`src/rtl/ex_muldiv_ctrl_pkg.sv`:
```
// ex_muldiv_ctrl_pkg: shared types for the EX-stage iterative multiply/divide unit.
//   lc3b_muldiv_op  : operation encoding carried in the control word (3 reserved, runs as MUL)
//   ctrl_muldiv_t   : control-word slice that drives the unit
//   md_state_e      : sequencer states
//   is_div_op()     : true for the ops that use the restoring-divide path
package ex_muldiv_ctrl_pkg;

    typedef enum logic [1:0] {
        MD_MUL = 2'd0,
        MD_DIV = 2'd1,
        MD_MOD = 2'd2
    } lc3b_muldiv_op;

    typedef struct packed {
        logic          muldiv_en;
        lc3b_muldiv_op muldiv_op;
    } ctrl_muldiv_t;

    typedef enum logic [1:0] {
        StIdle = 2'd0,
        StRun  = 2'd1,
        StDone = 2'd2
    } md_state_e;

    function automatic logic is_div_op(input logic [1:0] op);
        return (op == MD_DIV) || (op == MD_MOD);
    endfunction

endpackage

```
`src/rtl/ex_muldiv_ctrl_if.sv`:
```
// ex_muldiv_ctrl_if: EX-stage <-> multiply/divide unit signal bundle.
//   master (EX stage)  drives start, op, a, b, stall_in, flush
//   slave  (muldiv)    drives stall_req, done, result, div_by_zero
interface ex_muldiv_ctrl_if #(
    parameter int unsigned WIDTH = 16
);
    logic             start;
    logic [1:0]       op;
    logic [WIDTH-1:0] a;
    logic [WIDTH-1:0] b;
    logic             stall_in;
    logic             flush;
    logic             stall_req;
    logic             done;
    logic [WIDTH-1:0] result;
    logic             div_by_zero;

    modport master (
        output start, op, a, b, stall_in, flush,
        input  stall_req, done, result, div_by_zero
    );

    modport slave (
        input  start, op, a, b, stall_in, flush,
        output stall_req, done, result, div_by_zero
    );
endinterface

```
`src/rtl/ex_muldiv_step.sv`:
```
// ex_muldiv_step: one combinational iteration of the multiply/divide engine.
//   i_is_div        : 1 = restoring-divide step, 0 = shift-add multiply step
//   i_opa / o_opa   : MUL multiplicand shift register / DIV dividend shift register
//   i_opb / o_opb   : MUL multiplier shift register  / DIV divisor (unchanged)
//   i_acc / o_acc   : MUL product accumulator        / DIV partial remainder
//   i_quot / o_quot : DIV quotient shift register (passed through for MUL)
module ex_muldiv_step
    import ex_muldiv_ctrl_pkg::*;
#(
    parameter int unsigned WIDTH = 16
) (
    input  logic             i_is_div,
    input  logic [WIDTH-1:0] i_opa,
    input  logic [WIDTH-1:0] i_opb,
    input  logic [WIDTH-1:0] i_acc,
    input  logic [WIDTH-1:0] i_quot,
    output logic [WIDTH-1:0] o_opa,
    output logic [WIDTH-1:0] o_opb,
    output logic [WIDTH-1:0] o_acc,
    output logic [WIDTH-1:0] o_quot
);
    // The shifted remainder keeps one extra bit so divisors above 2^(WIDTH-1) still compare
    // correctly; after subtraction the remainder is below the divisor and fits WIDTH bits.
    logic [WIDTH:0]   w_rem_ext;
    logic             w_fits;
    logic [WIDTH-1:0] w_rem_sub;

    always_comb begin
        w_rem_ext = {i_acc, i_opa[WIDTH-1]};
        w_fits    = (w_rem_ext >= {1'b0, i_opb});
        w_rem_sub = w_rem_ext[WIDTH-1:0] - i_opb;

        o_opa  = i_opa << 1;
        o_opb  = i_opb;
        o_acc  = i_acc;
        o_quot = i_quot;

        if (i_is_div) begin
            o_acc  = w_fits ? w_rem_sub : w_rem_ext[WIDTH-1:0];
            o_quot = {i_quot[WIDTH-2:0], w_fits};
        end else begin
            if (i_opb[0]) begin
                o_acc = i_acc + i_opa;
            end
            o_opb = i_opb >> 1;
        end
    end

endmodule

```
`src/rtl/ex_muldiv_ctrl.sv`:
```
// ex_muldiv_ctrl: sequencer for the iterative MUL/DIV/MOD unit in the LC-3b EX stage.
// Accepts an op in IDLE, iterates WIDTH cycles in RUN, presents the result in DONE and
// holds the pipeline through stall_req until then.
//   i_clk      : system clock
//   i_reset_n  : asynchronous active-low reset
//   io_md      : slave side of ex_muldiv_ctrl_if (start/op/a/b/stall_in/flush in,
//                stall_req/done/result/div_by_zero out)
module ex_muldiv_ctrl
    import ex_muldiv_ctrl_pkg::*;
#(
    parameter int unsigned WIDTH = 16
) (
    input  logic                   i_clk,
    input  logic                   i_reset_n,
    ex_muldiv_ctrl_if.slave        io_md
);
    localparam int unsigned CW = (WIDTH > 1) ? $clog2(WIDTH) : 1;
    localparam logic [CW-1:0] CountInit = CW'(WIDTH - 1);

    md_state_e        r_state, w_state_next;
    logic [CW-1:0]    r_count, w_count_next;
    logic [1:0]       r_op, w_op_next;
    logic [WIDTH-1:0] r_opa, w_opa_next;
    logic [WIDTH-1:0] r_opb, w_opb_next;
    logic [WIDTH-1:0] r_acc, w_acc_next;
    logic [WIDTH-1:0] r_quot, w_quot_next;
    logic [WIDTH-1:0] r_result, w_result_next;
    logic             r_dbz, w_dbz_next;

    logic             w_accept;
    logic             w_in_dbz;
    logic             w_stall_req;
    logic [WIDTH-1:0] w_step_opa, w_step_opb, w_step_acc, w_step_quot;

    ex_muldiv_step #(
        .WIDTH (WIDTH)
    ) u_step (
        .i_is_div (is_div_op(r_op)),
        .i_opa    (r_opa),
        .i_opb    (r_opb),
        .i_acc    (r_acc),
        .i_quot   (r_quot),
        .o_opa    (w_step_opa),
        .o_opb    (w_step_opb),
        .o_acc    (w_step_acc),
        .o_quot   (w_step_quot)
    );

    always_comb begin
        w_state_next  = r_state;
        w_count_next  = r_count;
        w_op_next     = r_op;
        w_opa_next    = r_opa;
        w_opb_next    = r_opb;
        w_acc_next    = r_acc;
        w_quot_next   = r_quot;
        w_result_next = r_result;
        w_dbz_next    = r_dbz;
        w_stall_req   = 1'b0;

        w_accept = io_md.start & ~io_md.flush;
        w_in_dbz = is_div_op(io_md.op) && (io_md.b == '0);

        unique case (r_state)
            StIdle: begin
                w_stall_req = w_accept;
                if (w_accept) begin
                    w_op_next    = io_md.op;
                    w_opa_next   = io_md.a;
                    w_opb_next   = io_md.b;
                    w_acc_next   = '0;
                    w_quot_next  = '0;
                    w_count_next = CountInit;
                    if (w_in_dbz) begin
                        // Skip the iterations: DIV saturates to all ones, MOD returns a.
                        w_result_next = (io_md.op == MD_DIV) ? '1 : io_md.a;
                        w_dbz_next    = 1'b1;
                        w_state_next  = StDone;
                    end else begin
                        w_state_next = StRun;
                    end
                end
            end
            StRun: begin
                w_stall_req  = 1'b1;
                w_opa_next   = w_step_opa;
                w_opb_next   = w_step_opb;
                w_acc_next   = w_step_acc;
                w_quot_next  = w_step_quot;
                w_count_next = r_count - 1'b1;
                if (r_count == '0) begin
                    // MUL (and reserved op) and MOD both finish in the accumulator.
                    w_result_next = (r_op == MD_DIV) ? w_step_quot : w_step_acc;
                    w_state_next  = StDone;
                end
            end
            StDone: begin
                if (!io_md.stall_in) begin
                    w_dbz_next   = 1'b0;
                    w_state_next = StIdle;
                end
            end
            default: begin
                w_state_next = StIdle;
            end
        endcase

        if (io_md.flush) begin
            w_state_next = StIdle;
            w_dbz_next   = 1'b0;
        end
    end

    always_ff @(posedge i_clk or negedge i_reset_n) begin
        if (!i_reset_n) begin
            r_state  <= StIdle;
            r_count  <= '0;
            r_op     <= '0;
            r_opa    <= '0;
            r_opb    <= '0;
            r_acc    <= '0;
            r_quot   <= '0;
            r_result <= '0;
            r_dbz    <= 1'b0;
        end else begin
            r_state  <= w_state_next;
            r_count  <= w_count_next;
            r_op     <= w_op_next;
            r_opa    <= w_opa_next;
            r_opb    <= w_opb_next;
            r_acc    <= w_acc_next;
            r_quot   <= w_quot_next;
            r_result <= w_result_next;
            r_dbz    <= w_dbz_next;
        end
    end

    assign io_md.stall_req   = w_stall_req;
    assign io_md.done        = (r_state == StDone);
    assign io_md.result      = r_result;
    assign io_md.div_by_zero = r_dbz;

endmodule

```
`src/flat_wrapper.sv`:
```
// flat-port wrapper written by rule: the top's interface ports become plain ports
module ex_muldiv_ctrl_flat import ex_muldiv_ctrl_pkg::*;
#(
    parameter int unsigned WIDTH = 16
)
  (i_clk, i_reset_n, io_md_start, io_md_op, io_md_a, io_md_b, io_md_stall_in, io_md_flush, io_md_stall_req, io_md_done, io_md_result, io_md_div_by_zero);
  ex_muldiv_ctrl_if #(.WIDTH(WIDTH)) io_md_i ();
  input  logic i_clk;
  input  logic i_reset_n;
  input wire logic [$bits(io_md_i.start)-1:0] io_md_start;
  input wire logic [$bits(io_md_i.op)-1:0] io_md_op;
  input wire logic [$bits(io_md_i.a)-1:0] io_md_a;
  input wire logic [$bits(io_md_i.b)-1:0] io_md_b;
  input wire logic [$bits(io_md_i.stall_in)-1:0] io_md_stall_in;
  input wire logic [$bits(io_md_i.flush)-1:0] io_md_flush;
  output wire logic [$bits(io_md_i.stall_req)-1:0] io_md_stall_req;
  output wire logic [$bits(io_md_i.done)-1:0] io_md_done;
  output wire logic [$bits(io_md_i.result)-1:0] io_md_result;
  output wire logic [$bits(io_md_i.div_by_zero)-1:0] io_md_div_by_zero;
  assign io_md_i.start = io_md_start;
  assign io_md_i.op = io_md_op;
  assign io_md_i.a = io_md_a;
  assign io_md_i.b = io_md_b;
  assign io_md_i.stall_in = io_md_stall_in;
  assign io_md_i.flush = io_md_flush;
  assign io_md_stall_req = io_md_i.stall_req;
  assign io_md_done = io_md_i.done;
  assign io_md_result = io_md_i.result;
  assign io_md_div_by_zero = io_md_i.div_by_zero;
  ex_muldiv_ctrl #(.WIDTH(WIDTH)) u_core (.i_clk(i_clk), .i_reset_n(i_reset_n), .io_md(io_md_i));
endmodule
```
`config.mk`:
```
export PLATFORM = sky130hd
export DESIGN_NAME = ex_muldiv_ctrl_flat
export DESIGN_NICKNAME = d
export VERILOG_FILES = /design/src/rtl/ex_muldiv_ctrl_pkg.sv /design/src/rtl/ex_muldiv_ctrl_if.sv /design/src/rtl/ex_muldiv_step.sv /design/src/rtl/ex_muldiv_ctrl.sv /design/src/flat_wrapper.sv
export SDC_FILE = /design/constraint.sdc
export NUM_CORES = 1
export LEC_CHECK = 0
export BUFFER_PORTS_ARGS = -buffer_cell sky130_fd_sc_hd__buf_4
export CAP_MARGIN = 25
export CELL_PAD_IN_SITES_DETAIL_PLACEMENT = 1
export CELL_PAD_IN_SITES_GLOBAL_PLACEMENT = 1
export CORE_MARGIN = 3
export CORE_UTILIZATION = 30
export DETAILED_ROUTE_END_ITERATION = 8
export GPL_TIMING_DRIVEN = 0
export PLACE_DENSITY_LB_ADDON = 0.1
export SETUP_SLACK_MARGIN = 0.5
export SYNTH_ARGS = -nofsm -noshare
export SYNTH_HDL_FRONTEND = slang
export SYNTH_HIERARCHICAL = 1
export SYNTH_SLANG_ARGS = --single-unit
```
`constraint.sdc`:
```
create_clock -name i_clk -period 5.02 [get_ports i_clk]
set_input_delay 0.753 -clock i_clk [delete_from_list [all_inputs] [get_ports i_clk]]
set_output_delay 0.753 -clock i_clk [all_outputs]
set_load 0.01 [all_outputs]
```
======== Word level (Yosys, flattened, before mapping) ========
Cells that the tools add are included.
word-level totals
  register bits after elaboration ......... 89
cells by class
  add/sub/neg operators ................... 3
  magnitude comparators ................... 1
  equality and inequality tests ........... 14
  muxes and demuxes ....................... 32
  bitwise logic cells ..................... 2
  reductions and logical operators ........ 14
operators with widths
  operator                                                             number
  16-bit 2-to-1 mux                                                    13
  16-bit one-hot mux with 2 select lines                               5
  17-bit by 16-bit greater-or-equal comparator with 1-bit output       1
  16-bit adder                                                         1
  16-bit logical NOT                                                   1
  16-bit subtractor                                                    1
  2-bit 2-to-1 mux                                                     5
  3-bit by 2-bit != test with 1-bit output (second input constant)     3
  4-bit one-hot mux with 2 select lines                                1
  4-bit AND reduction                                                  2
  2-bit by 1-bit == test with 1-bit output (second input constant)     3
  2-bit == test (second input constant)                                3
  2-bit by 1-bit != test with 1-bit output (second input constant)     3
  2-bit one-hot mux with 3 select lines                                1
  3-bit AND reduction                                                  2
  4-bit logical NOT                                                    1
  1-bit 2-to-1 mux                                                     4
  4-bit 2-to-1 mux                                                     1
  1-bit one-hot mux with 2 select lines                                2
  2-bit AND reduction                                                  2
  4-bit by 1-bit subtractor with 4-bit output (second input constant)  1
  3-bit != test (second input constant)                                1
  3-bit nonzero test                                                   1
  2-bit logical NOT                                                    1
  6 further kinds                                                      7

======== Longest topological paths before layout ========
Gate-level depths: netlist of run 1.
  depth after elaboration ................. 7
  gate-level depth with buffers ........... 14
  depth with buffers taken out ............ 14

======== Modules after synthesis ========
Netlist of run 1, hierarchy kept.
by module, submodules not included
  module          times used  cells each  area each (sq um)  sequential area each (sq um)
  ex_muldiv_ctrl  1           397         4147.7             2227.1
  ex_muldiv_step  1           389         2608.8             0.0

======== Least setup slack after synthesis of run 1 ========
OpenSTA, ideal clock, no wires.
  kind .................................... register -> register
  from .................................... register u_core.r_acc[0]
  to ...................................... register u_core.r_result[14], in the netlist u_core/io_md.result[14]
  arrival time ............................ 2590 ps
  required time ........................... 4895 ps
  setup slack ............................. 2305 ps
  cell stages (with the launch flop) ...... 14
  path buffers ............................ 0
  period minus slack after synthesis ...... 2715 ps
  path through ............................ dfrtp_1 > ha_1 > inv_1 > fa_1 > nor2b_1 > o31a_1 > o221ai_1 > o21ai_0 > a22o_1 > mux2i_1 > a211oi_1 > mux2i_1 > a21oi_1 > mux2_4
between the ends
  longest elaborated chain between the ends .. 6
  elaborated cells on any way between the ends .. 9
  those cells by class .................... add/sub: 2; order compare: 1; mux: 6
ends and longest elaborated chain
  what                                        RTL line                                    text
  from (decl)                                 ex_muldiv_ctrl.sv:25                        logic [WIDTH-1:0] r_acc, w_acc_next;
  from (signal assigned)                      ex_muldiv_ctrl.sv:131                       r_acc <= w_acc_next;
  16-bit adder, or another cell as far along  ex_muldiv_step.sv:43                        o_acc = i_acc + i_opa;
  16-bit 2-to-1 mux (on tied branches)        ex_muldiv_step.sv:42, ex_muldiv_step.sv:39
  16-bit 2-to-1 mux *                         ex_muldiv_step.sv:38                        if (i_is_div) begin
  net u_core.w_step_acc[14]                   ex_muldiv_ctrl.sv:33                        logic [WIDTH-1:0] w_step_opa, w_step_opb, w_step_acc, w_step_quot;
  16-bit 2-to-1 mux *                         ex_muldiv_ctrl.sv:93                        w_result_next = (r_op == MD_DIV) ? w_step_quot : w_step_acc;
  16-bit 2-to-1 mux *                         ex_muldiv_ctrl.sv:91                        if (r_count == '0) begin
  16-bit one-hot mux with 2 select lines *    ex_muldiv_ctrl.sv:64                        unique case (r_state)
  to (signal assigned)                        ex_muldiv_ctrl.sv:133                       r_result <= w_result_next;
  to (decl)                                   ex_muldiv_ctrl.sv:27                        logic [WIDTH-1:0] r_result, w_result_next;
Mark *: on every way through the listed nets, which the timed path passes. The rest lies on a longest branch. The select of a mux whose other input is x is not followed.
A chain may end at the register's enable or synchronous reset.

======== Worst setup path after layout of run 1 ========
Same ends and word-level chain as after synthesis.

==> results.yml, run 1 <==
sta:
  slew_headroom: 0.475
  worst_pin_slew_ps: 787
  tns_ps: 0
  hold_viol: 0
  fin_crit_ps: 3570
  rsz0062_at_grt: "no"
  setup_violations: 0
  fin_crit_sh: 0.712
  fin_skew_ps: 12.5
  max_freq_mhz: 280
  drv_slew: 0
placement:
  place_area_sq_um: 7560
  dp.final_hpwl_um: 19600
  port_buffers: 57
  gp_congestion: 0.861
critical_path:
  critPathLaunchType: "flop"
  path_max_fanout: 6
  cp.required_ps: 5310
  endpoint_kind: "flop"
  arrival_ps: 3870
  path_class: "reg2reg"
detailed_routing:
  drt_first_iter_violations: 497
  wl_per_cell_um: 22.0
  via_per_inst: 5.52
  drc: 0
  drt_wl_total_um: 25000
  ant_nets: 0
  vias: 6289
  first_pass_iters: 5
yosys:
  synth.area.top_cells: "dfrtp_1, nand2_1, ha_1"
  yosysWarnings: 6
  synth_most_common_cell: "nand2_1"
  ys_top_cells_by_count: "nand2_1, dfrtp_1, o21ai_0, inv_1, a21oi_1"
  synth_top_area_frac: 0.330
  synth-edff-count: 0
  syn_area_per_cell_sq_um: 8.60
  synth_seq_cells: 89
  ys_async_sr_fraction: 1.00
  ys_seq_area_frac: 0.330
  synth.cell_area_sq_um: 6760
  yosys.area.top_type: "dfrtp_1"
  postSynthCellCount: 786
  syn-num-nets: 861
  post_synth_num_cell_types: 74
  synth-main-ff-cell: "dfrtp_1"
clock_tree:
  cts-resized-gates: 0
  clkTransAtPathRegs_ps: 80
  root_buffer: "clkbuf_16"
  ctsHtreeMaxLevel: 3
  cts_hold_buffers: 0
  clkLatencyLatePin_ps: 360
  clock_sinks: 89
  cts_tree: "yes"
  cts_buffers: 9
  post_cts_buffers: 0
  cts_max_path_buffers: 2
grt:
  grt_usage: 0.206
  overflow: 0
  antenna_found_initial: 0
  grt_first_pass_wirelength_um: 38700
  grt_max_degree: 57
  grt_pass1_vias: 6672
run:
  max_cap_viol_count: 0
floorplanning:
  core_area_sq_um: 22000
  fp.dieH_um: 156
  row_count: 54
  start_util: 0.308
  io-pin-count: 58
  dieArea_sq_um: 24400
  die_w_um: 156
final_layout:
  diodes: 0
  nets: 930
  finish.instance_area_sq_um: 7880
  drive_gt1_frac: 0.191
  area_delta_synth_final_pct: 16.6
  fillers: 2562
power_and_ir_drop:
  finalPower_mw: 5.41
  power_density_nw_per_um2: 687
  ir_worst_vdd_v: 0.000220
  p_leak_nw: 3.64
hold_path:
  hold_class: "in2async"
outcome:
  status: "finished, final reports clean"
-- power by group --
group	switching, mW	leakage [nW]	internal [mW]
Combinational	2.13	2.33	1.35
Sequential	0.251	1.16	0.932
Clock	0.346	0.151	0.398
-- path summary, 6_finish.rpt --
path	slack [ps]	startpoint	depth (start not counted)	endpoint
min	380	i_reset_n	1	u_core/r_opb[7]
max in group asynchronous	3930	i_reset_n	2	u_core/io_md.result[13]
min in group i_clk	510	u_core/io_md.result[11]	1	u_core/io_md.result[11]
max	1450	u_core/r_acc[0]	13	u_core/io_md.result[14]
min reg2reg	510	u_core/io_md.result[11]	1	u_core/io_md.result[11]
max reg2reg	1450	u_core/r_acc[0]	13	u_core/io_md.result[14]
-- layer usage --
| layer | vias to the layer above | GRT usage | part of all wire |
|---|---|---|---|
| li1 | 2962 | - | - |
| met1 | 3172 | 0.282 | 0.47 |
| met2 | 135 | 0.345 | 0.48 |
| met3 | 20 | 0.0280 | 0.034 |
| met4 | 0 | 0.0467 | 0.013 |
| met5 | - | 0 | 0 |
-- area by class of cell --
cell class                 count  area [sq um]  share of cell area
multi-input combinational    565          3930               0.499
sequential                    89          2230               0.283
buffer                        67           359              0.0456
clock buffer                   9           225              0.0286
timing repair buffer          58           455              0.0578
clock inverter                 7          87.6              0.0111
tap                          280           350              0.0445
inverter                      65           244              0.0310
-- state kept, by name (all words and copies together), names as in the netlist --
signal,flops
u_core/r_state,2
u_core/r_opa,16
u_core/io_md.div_by_zero,1
u_core/r_acc,16
u_core/r_op,2
u_core/r_quot,16
u_core/io_md.result,16
u_core/r_count,4
u_core/r_opb,16
-- through the flow --
stage / worst slack (ps) / utilization / hold WS [ps] / cells
2_1_floorplan: 2310 / - / 457 / 786
3_3_place_gp: 1520 / 0.343 / 492 / 1123
3_5_place_dp: 1470 / 0.344 / 497 / 1124
4_1_cts: 1440 / 0.359 / 390 / 1140
5_1_grt: 1170 / 0.359 / 405 / 1140
6_report: 1450 / 0.359 / 380 / 1140
-- cell usage in the layout (no fill, tap or decap), types with 5 or more instances in the layout --
cell,n
o21a_1,8
a211oi_1,12
xnor2_1,12
a21oi_1,40
buf_2,19
o211ai_1,5
or3_1,6
nand2_1,123
a31oi_1,11
nand2b_1,7
mux2i_1,25
a222oi_1,32
clkbuf_1,25
nand3_1,10
ha_1,34
mux2_4,10
clkbuf_16,9
a21o_1,11
o21ai_0,69
nor3_1,24
buf_4,75
nor2b_1,11
mux2_2,23
inv_1,64
nor2_1,18
dfrtp_1,89
xor2_1,6
-- cells by family (layout without fill, tap and decap cells) --
kind of cell	Yosys count	count (layout)	synth area share
AO/OA/AOI/OAI	229	229	0.232
AND/OR/NAND/NOR	223	223	0.159
buffers and inverters	132	206	0.0893
flip-flops	89	89	0.330
multiplexers	58	58	0.0976
adder cells (fa/ha/maj)	36	36	0.0689
XOR/XNOR	18	18	0.0233
other	1	1	0.000555
-- worst max-delay path, cell delays in order (launching register included) --
cell and delay [ps]:
dfrtp_1 490, ha_1 270, inv_1 70, fa_1 390, nor2b_1 230, o31a_1 230, o221ai_1 230, o21ai_0 330
a22o_1 220, mux2i_1 90, a211oi_1 430, mux2i_1 140, a21oi_1 210, mux2_4 180
Note: power is estimated with default switching activity, not from simulation.
==> run 2, diff against run 1 <==
Clock period 5.02 ns to 3.3 ns, I/O delays scaled along.
==> run 2 against run 1 <==
  * Clock power rose by 53%
  * Flip-flop and latch count did not move
  * Cell count rose by 4.3%
  * Critical path type unchanged
  * Critical endpoint is now u_core/io_md.result[10]
  * Highest routed layer unchanged
==> results.yml, run 2 (synthesis results as in run 1) <==
critical_path:
  r2r_setup_slack_ps: 240
  path_max_fanout: 3
  crit_family: "compound AO/OA/AOI/OAI gates"
  timing.rr.start: "u_core/r_opa[0]"
  crit_chain: "ha_4, inv_2, fa_2, nor2b_4, o31a_1, o221ai_2, a21oi_2, or3_4, a311oi_2, a31oi_2, mux2i_1, a21oi_1, mux2_4"
  arrival_ps: 3310
  worstRegToRegCells: 13
  max_stage_delay_ps: 440
  critPathLaunchType: "flop"
  endpoint_kind: "flop"
  cp.required_ps: 3540
  path_class: "reg2reg"
  endpoint: "u_core/io_md.result[10]"
  cp_num_buf_inv: 1
  startpoint: "u_core/r_opa[0]"
  r2r_end: "u_core/io_md.result[10]"
  worst_path_max_delay_cell: "dfrtp_1"
  cp_num_cells: 13
power_and_ir_drop:
  ir_worst_vdd_v: 0.000491
  finalPower_mw: 10.9
  power_density_nw_per_um2: 1200
  p_leak_nw: 4.02
run:
  max_cap_viol_count: 0
clock_tree:
  cts_tree: "yes"
  cts_buffers: 9
  cts_max_path_buffers: 2
  root_buffer: "clkbuf_16"
  clkLatencyLatePin_ps: 360
  clock_sinks: 89
  ctsHtreeMaxLevel: 3
  cts_hold_buffers: 0
  clkTransAtPathRegs_ps: 80
final_layout:
  drive_gt1_frac: 0.356
  multiInputGateArea_sq_um: 4630
  seq_area_sq_um: 2240
  nets: 979
  finish.instance_area_sq_um: 9050
  area_delta_synth_final_pct: 33.9
  fillers: 2475
  layout_common_cells: "buf_4, nand2_1, dfrtp_1"
  fin_cells: 1189
  diodes: 0
floorplanning:
  fp.dieH_um: 156
  row_count: 54
  die_w_um: 156
  start_util: 0.308
  dieArea_sq_um: 24400
  io-pin-count: 58
  core_area_sq_um: 22000
grt:
  overflow: 0
  grt_pass1_vias: 6956
  grt_usage: 0.215
  grt_first_pass_wirelength_um: 40400
  grt_max_degree: 57
  antenna_found_initial: 0
placement:
  port_buffers: 57
  place_area_sq_um: 7560
  dp.final_hpwl_um: 19600
  place_ws_ps: -251
  gp_congestion: 0.861
  placedCellCount: 1124
detailed_routing:
  wl_per_cell_um: 22.6
  drt_wl_total_um: 26800
  vias: 6626
  first_pass_iters: 6
  ant_nets: 0
  drc: 0
  via_per_inst: 5.57
  drt_first_iter_violations: 452
sta:
  max_freq_mhz: 327
  hold_viol: 0
  rsz0062_at_grt: "yes"
  fin_skew_ps: 9.87
  fin_crit_sh: 0.928
  fin_crit_ps: 3060
  drv_slew: 0
  worst_pin_slew_ps: 760
  setup_slack_ps: 237
  setup_violations: 0
  hold_slack_ps: 111
  slew_headroom: 0.494
hold_path:
  hold_class: "in2async"
outcome:
  status: "finished, final reports clean"
-- run 2: cell types whose count changed in the layout (fill, tap and decap cells not counted), sizes merged --
| cell | before | now |
|---|---|---|
| buf | 100 | 149 |
| clkinv | 3 | 2 |
| clkinvlp | 1 | 2 |
-- run 2: worst min-delay path by stage --
stage                                       start  depth (start not counted)  slack (ps)                       end
final                                   i_reset_n                          1         110          u_core/r_acc[10]
after global routing                    i_reset_n                          1         150          u_core/r_acc[10]
after CTS                               i_reset_n                          1         130           u_core/r_opb[7]
after detailed placement   u_core/io_md.result[3]                          1         500    u_core/io_md.result[3]
after global placement    u_core/io_md.result[11]                          1         490   u_core/io_md.result[11]
after floorplan                         i_reset_n                          0         200  u_core/io_md.div_by_zero
-- run 2: routing by layer --
metal | share of wire | GRT usage | vias to the layer above
met3 | 0.035 | 0.0297 | 37
met1 | 0.45 | 0.291 | 3373
met5 | 0 | 0 | -
li1 | - | - | 3067
met2 | 0.49 | 0.362 | 149
met4 | 0.022 | 0.0542 | 0
-- run 2: where the power goes --
part           internal [mW]  leakage (nW)  switching, mW
sequential              1.43          1.14          0.414
combinational           3.58          2.73           4.32
clock                  0.605         0.151          0.536
-- run 2: through the flow --
step           utilization  setup TNS (ps)
6_report             0.412               0
4_1_cts              0.394               0
3_5_place_dp         0.344            -708
3_3_place_gp         0.343            -464
5_1_grt              0.412               0
2_1_floorplan            -               0
-- run 2: area by class of cell --
type / count / area share
Clock inverter: 7 / 0.00968
Timing Repair Buffer: 107 / 0.0948
Clock buffer: 9 / 0.0249
Multi-Input combinational cell: 565 / 0.512
Inverter: 65 / 0.0274
Sequential cell: 89 / 0.248
Tap cell: 280 / 0.0387
Buffer: 67 / 0.0451
-- run 2: timing repair --
action | in CTS | in global routing
cloned | 2 | 0
setup endpoints to repair | 37 | 25
buffers inserted | 33 | 14
gates resized for setup | 113 | 67
pin swaps | 22 | 23
-- run 2: worst reg2reg max path: stages, from the launching register on --
cell	delay, ps
dfrtp_1	440
ha_4	190
inv_2	50
fa_2	230
nor2b_4	50
o31a_1	290
o221ai_2	320
a21oi_2	120
or3_4	340
a311oi_2	300
a31oi_2	100
mux2i_1	180
a21oi_1	90
mux2_4	260
==> run 3, diff against run 2 <==
Settings changed: GPL_TIMING_DRIVEN 0 to default.
==> run 3 against run 2 <==
  * Cell count down 4.8%
  * Cell area decreased by 5.8%
  * Critical path depth fell by 1
  * Core utilization down 2.4 points
  * Critical path type unchanged
  * Largest power group unchanged
==> results.yml, run 3 (synthesis results as in run 1) <==
outcome:
  status: "finished, final reports clean"
critical_path:
  startpoint: "u_core/r_opb[11]"
  arrival_ps: 3230
  endpoint_kind: "flop"
  r2r_end: "u_core/io_md.result[0]"
  path_class: "reg2reg"
  timing.rr.start: "u_core/r_opb[11]"
  path_max_fanout: 6
  cp.required_ps: 3540
  r2r_setup_slack_ps: 320
  critPathLaunchType: "flop"
  worstRegToRegCells: 12
placement:
  gp_congestion: 0.797
  place_area_sq_um: 7480
  port_buffers: 57
  dp.final_hpwl_um: 17000
run:
  max_cap_viol_count: 0
grt:
  grtUsageMet1: 0.265
  grt_max_degree: 78
  grt_first_pass_wirelength_um: 37700
  use_met2: 0.344
  grt_usage: 0.199
  met3_usage: 0.0300
  top_usage_layer: "met2"
  antenna_found_initial: 0
  grt_pass1_vias: 6589
  overflow: 0
detailed_routing:
  drt_first_iter_violations: 428
  drc: 0
  wl_per_cell_um: 21.3
  drt_wl_total_um: 24200
  via_per_inst: 5.48
  ant_nets: 0
  vias: 6203
  first_pass_iters: 6
sta:
  worst_pin_slew_ps: 922
  fin_crit_ps: 2980
  hold_viol: 0
  max_freq_mhz: 335
  fin_crit_sh: 0.904
  rsz0062_at_grt: "yes"
  fin_skew_ps: 10.7
  hold_slack_ps: 209
  tns_ps: 0
  slew_headroom: 0.386
  drv_slew: 0
  setup_violations: 0
floorplanning:
  die_w_um: 156
  row_count: 54
  fp.dieH_um: 156
  start_util: 0.308
  dieArea_sq_um: 24400
  core_area_sq_um: 22000
  io-pin-count: 58
clock_tree:
  root_buffer: "clkbuf_16"
  clock_sinks: 89
  clkTransAtPathRegs_ps: 70
  cts_max_path_buffers: 2
  ctsHtreeMaxLevel: 3
  clkLatencyLatePin_ps: 360
  cts_buffers: 9
  cts_hold_buffers: 0
  cts_tree: "yes"
power_and_ir_drop:
  power_density_nw_per_um2: 1130
  ir_worst_vdd_v: 0.000375
  p_leak_nw: 3.75
final_layout:
  area_delta_synth_final_pct: 26.2
  final_common_cell: "nand2_1"
  fillers: 2531
  finish.instance_area_sq_um: 8530
  drive_gt1_frac: 0.324
  layout_common_cells: "nand2_1, buf_4, dfrtp_1"
  diodes: 0
  multiInputGateArea_sq_um: 4500
  seq_area_sq_um: 2240
  nets: 922
hold_path:
  hold_class: "in2async"
-- run 3: cell count changes in the layout (fill, tap and decap cells not counted), moves of 5 or more --
cell,change
buf_4,-8
buf_2,-16
clkbuf_1,-18
inv_1,-5
inv_2,+5
ha_4,+5
-- run 3: how the worst max path moves through the flow --
| stage | slack [ps] | to |
|---|---|---|
| after floorplan | 590 | u_core/io_md.result[14] |
| after global placement | 70 | u_core/io_md.result[0] |
| after detailed placement | 30 | u_core/io_md.result[0] |
| after CTS | 320 | u_core/io_md.result[0] |
| after global routing | 110 | u_core/io_md.result[12] |
| final | 320 | u_core/io_md.result[0] |
-- run 3: repair_timing --
action	4_1_cts	5_1_grt
gates resized for setup	61	70
setup buffers	10	12
setup endpoints to repair	26	19
gates cloned	1	1
pin swaps	17	16
-- run 3: per-stage QoR --
stage / total power, mW / setup WS, ps / utilization / std cells
floorplan: 5.38 / 585 / - / 786
global placement: 7.07 / 74.9 / 0.341 / 1092
detailed placement: 7.15 / 27.0 / 0.341 / 1092
CTS: 8.90 / 322 / 0.370 / 1119
global route: 10.4 / 111 / 0.388 / 1132
finish: 9.65 / 317 / 0.388 / 1132
-- run 3: metal layers --
metal	share of wire	vias up
met1	0.46	3139
met4	0.011	0
met3	0.029	18
li1	-	2944
met2	0.50	102
met5	0	-
-- run 3: where the power goes --
group	internal (mW)	leakage, nW	switching (mW)
Combinational	3.14	2.47	3.69
Sequential	1.43	1.15	0.383
Clock	0.533	0.129	0.474
Total	5.11	3.75	4.54
-- run 3: worst max-delay path, cell delays in order, from the launching register on --
cell and delay, ps:
dfrtp_1 390, inv_2 130, ha_4 230, a21o_4 240
a221oi_4 380, o311ai_4 170, o21a_4 280, buf_6 140
o211ai_1 250, o21ai_1 140, mux2i_1 160, a21oi_1 100
mux2_4 280
-- run 3: layout make-up --
class / count / area share
clock buffers: 12 / 0.0289
multi-input cells: 565 / 0.528
repair buffers: 117 / 0.108
flip-flops and latches: 89 / 0.262
clock inverters: 4 / 0.00337
well taps: 280 / 0.0411
inverters: 65 / 0.0286
